--- src/rtl/ddr4_db_rd_burst_tx.sv ---
// ddr4_db_rd_burst_tx: cycle-accurate DDR4 read-burst transmitter (1 clk = 1 UI).
// Queued read requests become preamble / toggling-strobe data / postamble bursts.
// Optional feature macro: DDR4_DB_RD_SEAMLESS_EN chains a lat=0 queue head onto the
// last data beat of the current burst with no postamble, idle or preamble gap.
module ddr4_db_rd_burst_tx #(
  parameter int DQ_WIDTH     = 16,
  parameter int DQS_BITS     = 4,
  parameter int BURST_LEN    = 8,
  parameter int PREAMBLE_UI  = 2,
  parameter int POSTAMBLE_UI = 1,
  parameter int FIFO_DEPTH   = 4
) (
  input  logic                          clk,
  input  logic                          ddr4_reset_n,
  input  logic                          req_valid,
  output logic                          req_ready,
  input  logic [BURST_LEN*DQ_WIDTH-1:0] req_data,
  input  logic [5:0]                    req_lat,
  output logic [DQ_WIDTH-1:0]           dq_out,
  output logic                          dq_oe,
  output logic [DQS_BITS-1:0]           dqs_t_out,
  output logic [DQS_BITS-1:0]           dqs_c_out,
  output logic                          dqs_oe,
  output logic                          busy,
  output logic                          burst_done
);

  localparam int BW    = BURST_LEN * DQ_WIDTH;
  localparam int PW    = (FIFO_DEPTH > 1) ? $clog2(FIFO_DEPTH) : 1;
  localparam int CNTW  = PW + 1;
  localparam int MAXP  = (BURST_LEN > PREAMBLE_UI) ?
                         ((BURST_LEN > POSTAMBLE_UI) ? BURST_LEN : POSTAMBLE_UI) :
                         ((PREAMBLE_UI > POSTAMBLE_UI) ? PREAMBLE_UI : POSTAMBLE_UI);
  localparam int CW    = (MAXP > 1) ? $clog2(MAXP) : 1;

  typedef enum logic [2:0] {
    ST_IDLE,
    ST_WAIT,
    ST_PRE,
    ST_DATA,
    ST_POST
  } state_t;

  // Request queue storage and bookkeeping
  logic [BW-1:0]   data_mem_q [FIFO_DEPTH];
  logic [5:0]      lat_mem_q  [FIFO_DEPTH];
  logic [PW-1:0]   wptr_q, rptr_q;
  logic [CNTW-1:0] count_q, count_d;
  logic            req_ready_q;
  logic            push, pop;
  logic [BW-1:0]   head_data;
  logic [5:0]      head_lat;

  // Burst engine state and registered pin drivers
  state_t               state_q;
  logic [5:0]           lat_cnt_q;
  logic [CW-1:0]        cnt_q;
  logic [BW-1:0]        shreg_q;
  logic [DQ_WIDTH-1:0]  dq_q;
  logic                 dq_oe_q;
  logic [DQS_BITS-1:0]  dqs_t_q;
  logic                 dqs_oe_q;
  logic                 burst_done_q;

  assign push      = req_valid && req_ready_q;
  assign head_data = data_mem_q[rptr_q];
  assign head_lat  = lat_mem_q[rptr_q];

  // Pop the queue head whenever the engine can take a new burst
  always_comb begin
    pop = 1'b0;
    if (count_q != '0) begin
      if (state_q == ST_IDLE) begin
        pop = 1'b1;
      end
`ifdef DDR4_DB_RD_SEAMLESS_EN
      else if ((state_q == ST_DATA) && (cnt_q == CW'(BURST_LEN - 1)) && (head_lat == 6'd0)) begin
        pop = 1'b1;
      end
`endif
    end
  end

  // Next occupancy; the pop is taken into account before deciding the next ready
  always_comb begin
    count_d = count_q;
    if (push && !pop) begin
      count_d = count_q + CNTW'(1);
    end else if (!push && pop) begin
      count_d = count_q - CNTW'(1);
    end
  end

  // Payload storage needs no reset: entries are only read after being written
  always_ff @(posedge clk) begin
    if (push) begin
      data_mem_q[wptr_q] <= req_data;
      lat_mem_q[wptr_q]  <= req_lat;
    end
  end

  // Queue pointers, occupancy and the registered ready flag
  always_ff @(posedge clk or negedge ddr4_reset_n) begin
    if (!ddr4_reset_n) begin
      wptr_q      <= '0;
      rptr_q      <= '0;
      count_q     <= '0;
      req_ready_q <= 1'b0;
    end else begin
      if (push) begin
        wptr_q <= wptr_q + PW'(1);
      end
      if (pop) begin
        rptr_q <= rptr_q + PW'(1);
      end
      count_q     <= count_d;
      req_ready_q <= (count_d != CNTW'(FIFO_DEPTH));
    end
  end

  // Burst FSM; pin values are registered from the state of the previous cycle
  always_ff @(posedge clk or negedge ddr4_reset_n) begin
    if (!ddr4_reset_n) begin
      state_q      <= ST_IDLE;
      lat_cnt_q    <= '0;
      cnt_q        <= '0;
      shreg_q      <= '0;
      dq_q         <= '0;
      dq_oe_q      <= 1'b0;
      dqs_t_q      <= '0;
      dqs_oe_q     <= 1'b0;
      burst_done_q <= 1'b0;
    end else begin
      dq_q         <= '0;
      dq_oe_q      <= 1'b0;
      dqs_t_q      <= '0;
      dqs_oe_q     <= 1'b0;
      burst_done_q <= 1'b0;
      case (state_q)
        ST_IDLE: begin
          if (pop) begin
            shreg_q   <= head_data;
            lat_cnt_q <= head_lat;
            cnt_q     <= '0;
            state_q   <= (head_lat != 6'd0) ? ST_WAIT : ST_PRE;
          end
        end
        ST_WAIT: begin
          if (lat_cnt_q == 6'd1) begin
            lat_cnt_q <= '0;
            cnt_q     <= '0;
            state_q   <= ST_PRE;
          end else begin
            lat_cnt_q <= lat_cnt_q - 6'd1;
          end
        end
        ST_PRE: begin
          dqs_oe_q <= 1'b1;
          if (cnt_q == CW'(PREAMBLE_UI - 1)) begin
            cnt_q   <= '0;
            state_q <= ST_DATA;
          end else begin
            cnt_q <= cnt_q + CW'(1);
          end
        end
        ST_DATA: begin
          dq_oe_q      <= 1'b1;
          dqs_oe_q     <= 1'b1;
          dq_q         <= shreg_q[DQ_WIDTH-1:0];
          dqs_t_q      <= {DQS_BITS{~cnt_q[0]}};
          burst_done_q <= (cnt_q == CW'(BURST_LEN - 1));
          shreg_q      <= shreg_q >> DQ_WIDTH;
          if (cnt_q == CW'(BURST_LEN - 1)) begin
            cnt_q <= '0;
`ifdef DDR4_DB_RD_SEAMLESS_EN
            if (pop) begin
              shreg_q <= head_data;
              state_q <= ST_DATA;
            end else begin
              state_q <= ST_POST;
            end
`else
            state_q <= ST_POST;
`endif
          end else begin
            cnt_q <= cnt_q + CW'(1);
          end
        end
        ST_POST: begin
          dqs_oe_q <= 1'b1;
          if (cnt_q == CW'(POSTAMBLE_UI - 1)) begin
            cnt_q   <= '0;
            state_q <= ST_IDLE;
          end else begin
            cnt_q <= cnt_q + CW'(1);
          end
        end
        default: begin
          state_q <= ST_IDLE;
        end
      endcase
    end
  end

  assign req_ready  = req_ready_q;
  assign dq_out     = dq_q;
  assign dq_oe      = dq_oe_q;
  assign dqs_t_out  = dqs_t_q;
  assign dqs_c_out  = ~dqs_t_q;
  assign dqs_oe     = dqs_oe_q;
  assign burst_done = burst_done_q;
  assign busy       = (state_q != ST_IDLE) || (count_q != '0);

endmodule

--- config.mk ---
export PLATFORM = sky130hd
export DESIGN_NAME = ddr4_db_rd_burst_tx
export DESIGN_NICKNAME = d
export VERILOG_FILES = /design/src/rtl/ddr4_db_rd_burst_tx.sv
export SDC_FILE = /design/constraint.sdc
export NUM_CORES = 1
export LEC_CHECK = 0
export CAP_MARGIN = 20
export CORE_MARGIN = 2
export CORE_UTILIZATION = 53
export DETAILED_ROUTE_END_ITERATION = 8
export PLACE_DENSITY = 0.84
export SLEW_MARGIN = 40
export SYNTH_ARGS = -nofsm -noshare
export SYNTH_HDL_FRONTEND = slang
export SYNTH_SLANG_ARGS = --single-unit
--- constraint.sdc ---
create_clock -name clk -period 4.35 [get_ports clk]
set_input_delay 0.87 -clock clk [delete_from_list [all_inputs] [get_ports clk]]
set_output_delay 0.87 -clock clk [all_outputs]
set_load 0.03 [all_outputs]
==> reports/results.txt <==
The run finished with clean final reports. The summed instance area of the synthesized netlist was 26600 sq um; the maximum number of pins on one net before global-route repair was 93. The top-level I/O count is 166, and the slew at the pin with the worst max-slew slack is 0.835 ns.

For this block, the routed nets add up to 58700 microns of wire. The run gives 0 as the final hold violation count. Leaving out fill and tap cells, the most frequent cell in the layout is sky130_fd_sc_hd__edfxtp_1.

The worst setup skew after layout is 0.0267 ns. The number of nets in the synthesized netlist is 1589. IR analysis of the VDD net gives a maximum drop of 0.000680 V. The die covers 51900 sq um.

The register clock-pin slew on the reported worst setup and hold paths was 0.06 ns. The remaining antenna violation count after routing is 0. Wire segments on met3 add up to 5070 microns in the final route.

The post-synthesis adder-cell area fraction is 0.00650, and the half-perimeter wire length after placement is 33400 microns. Dividing the detail-routed wire length by the instance count gives 24.9 microns. Largest fanout on the critical path: 4. Proportion of synthesized flip-flops having asynchronous set or reset: 0.239. The path type of the worst min-delay path is primary input to async pin.

Hold-fix buffer count after cts: 0. The core region is 49900 sq um. The cell chosen for the clock root was sky130_fd_sc_hd__clkbuf_16.

In this run the cell area measured after placement is 29000 sq um. Counting flops and latches in the post-synthesis netlist gives 704. Counting flops with a built-in enable in the synthesized netlist gives 536.

By area the synthesized netlist is led by sky130_fd_sc_hd__edfxtp_1, sky130_fd_sc_hd__dfrtp_1, sky130_fd_sc_hd__mux4_2. The first global-routing pass estimated 89300 microns of wire. The max-capacitance violation count is 0, and the synthesis warning total is 0. Startpoint-to-endpoint class of the critical path: register to primary output. Via count of the first global-routing pass: 14700. The tools report the final design instance area without fill as 31500 sq um.

The worst setup path is launched from a register. Number of buffers added for setup after CTS: 0. The fraction of layout cells with a size suffix above 1 is 0.174, and the number of buffers created by CTS is 71. The area fraction in compound gates after synthesis is 0.0396. The relative max-transition margin is 0.443, and the final critical delay including setup and external delays is 3.23 ns. The signed area change from the synthesized netlist to the final layout was 18.4%. Clock latency on the worst-skew pair, taken at its later pin, is 0.61 ns. The final cycle utilization of the critical path was 0.742; the maximum level of the CTS H-tree was 3. The logs give 22900 uW for the overall power and 0 for the post-cts repair resize count.

Setup repair after global routing left no endpoint under its margin. From bottom edge to top edge, the die measures 228 microns. For the count of final max-slew check failures, the log shows 0. The main flop type after synthesis is sky130_fd_sc_hd__edfxtp_1. The share of synthesized area occupied by flip-flops and latches came out at 0.764. Dominant combinational cell family by area after synthesis: multiplexers.

The tools report the maximum clock insertion buffer count as 3. The final-layout setup total negative slack is 0 ns, and the final worst-path setup slack is 1.12 ns. For the length of routed met2 wiring, the log shows 29800 microns. The cell leakage power was 0.0113 uW; the areal power density over the cells was 726 nW/um^2.

For this run, design rule violations remaining after detail routing come to 0. TritonCTS built the clock tree. A synthesized cell averages 18.5 sq um. At the worst endpoint, the required time is 3.48 ns.

CTS saw 704 sinks. For this block, wires on met1 add up to 21900 microns. The synthesized-area fraction occupied by xor and xnor cells was 0.00198. STA classifies the critical path endpoint as a primary output. The area fraction of the dominant cell type after synthesis is 0.606, and the starting density of the core is 0.533. After global routing the overflow that remains totals 0. Using the TritonRoute via totals, the vias-per-cell ratio works out to 6.01. The highest metal layer carrying signal wires in the routed design is met4. Counting distinct cell types in the post-synthesis netlist gives 49. The total via count in the routed design was 14200. The floorplan row count is 82. The critical path data arrival time was 2.36 ns; the highest achievable clock rate was 310 MHz.

The initial antenna violation count is 5, and the number of instances in the synthesized netlist is 1439. Summed over all instances, the cell type with the most area after synthesis is sky130_fd_sc_hd__edfxtp_1. The simple-gate area share of the yosys netlist came out at 0.0545. The tools report the first-pass iteration count of the detailed router as 6. The die is 228 microns wide.

The number of input and output port buffers inserted works out to 165. In this run, the number of DRC markers left after iteration 0 of detailed routing was 1504. The fraction of synthesized area in multiplexers was 0.114. The tools report the global-route usage over all layers as 0.229. In the final design database the tool counted 1773 nets. The logs give 0.791 for the final estimated routing congestion in global placement and 0 for the final setup violation count. The pre-CTS worst setup slack is 1.39 ns. In the layout the commonest cells are sky130_fd_sc_hd__edfxtp_1, sky130_fd_sc_hd__nand2_1, sky130_fd_sc_hd__dfrtp_1, sky130_fd_sc_hd__clkdlybuf4s50_1, sky130_fd_sc_hd__mux4_2.
power breakdown:
group          leakage (uW)  switching (uW)  internal (uW)
combinational       0.00312            3800           2870
clock               0.00117            2500           3740
sequential          0.00701             910           9050
total                0.0113            7210          15700
synth_stat cells, types with 6 or more instances:
library cell,n
sky130_fd_sc_hd__nor2_1,14
sky130_fd_sc_hd__nand2b_1,6
sky130_fd_sc_hd__nand2_1,264
sky130_fd_sc_hd__edfxtp_1,536
sky130_fd_sc_hd__clkbuf_1,24
sky130_fd_sc_hd__buf_4,6
sky130_fd_sc_hd__nand3_1,19
sky130_fd_sc_hd__inv_1,11
sky130_fd_sc_hd__and2_1,18
sky130_fd_sc_hd__dfrtp_1,168
sky130_fd_sc_hd__a22oi_1,113
sky130_fd_sc_hd__mux4_2,134
sky130_fd_sc_hd__buf_6,10
sky130_fd_sc_hd__buf_2,44
sky130_fd_sc_hd__ha_1,13
worst max-delay path: stages (launching register included):
cell,delay [ns]
sky130_fd_sc_hd__dfrtp_1,0.37
sky130_fd_sc_hd__inv_1,0.09
sky130_fd_sc_hd__ha_1,0.22
sky130_fd_sc_hd__nand2b_1,0.15
sky130_fd_sc_hd__nand2b_1,0.23
sky130_fd_sc_hd__clkdlybuf4s50_1,0.71
kinds of logic (layout without fill, tap and decap cells):
group                      Yosys count  after routing
and+or+nand+nor                    342            342
muxes                              135            135
AOI/OAI and AO/OA                  141            141
xor gates and xnor gates             6              6
DFF                                704            704
adders and majority gates           14             14
other                                0              5
buffers and inverters               97            339
routing by layer:
metal / vias to the layer above / track usage
li1: 5959 / -
met3: 114 / 0.0480
met5: - / 0
met1: 7339 / 0.306
met4: 0 / 0.0870
met2: 771 / 0.374
stage by stage:
| stage | std cells | util | hold WS [ns] |
|---|---|---|---|
| after floorplan | 1439 | - | 0.438 |
| after global placement | 2218 | 0.581 | 0.447 |
| after detailed placement | 2219 | 0.581 | 0.453 |
| after CTS | 2350 | 0.629 | 0.379 |
| after global routing | 2356 | 0.631 | 0.0997 |
| final | 2358 | 0.631 | 0.0981 |
state kept, by name, indices dropped and copies added (netlist names):
| register | cells |
|---|---|
| count_q | 3 |
| data_mem_q | 512 |
| dq_out | 16 |
| lat_cnt_q | 6 |
| dqs_t_out | 1 |
| shreg_q | 128 |
| burst_done | 1 |
| rptr_q | 2 |
| cnt_q | 3 |
| wptr_q | 2 |
| req_ready | 1 |
| state_q | 3 |
| dqs_oe | 1 |
| lat_mem_q | 24 |
| dq_oe | 1 |
path summary, 6_finish.rpt:
| check | startpoint | to | slack (ns) | cells past startpoint |
|---|---|---|---|---|
| hold / removal | ddr4_reset_n | dq_out[15] | 0.1 | 1 |
| min in group clk | shreg_q[127] | shreg_q[111] | 0.46 | 2 |
| hold reg to reg | shreg_q[127] | shreg_q[111] | 0.46 | 2 |
| setup / recovery | count_q[0] | busy | 1.12 | 5 |
| setup reg to reg | rptr_q[1] | shreg_q[70] | 1.87 | 4 |
| max in group asynchronous | ddr4_reset_n | shreg_q[37] | 3.11 | 3 |
layout make-up:
| type | count | area, sq um |
|---|---|---|
| tap | 672 | 841 |
| inverter | 12 | 47.5 |
| multi-input combinational | 638 | 5790 |
| fill | 3263 | 18400 |
| clock buffer | 98 | 1980 |
| clock inverter | 33 | 413 |
| timing repair buffer | 196 | 2080 |
| antenna | 5 | 12.5 |
| sequential | 704 | 20300 |
Note: power is estimated with default switching activity, not from simulation.
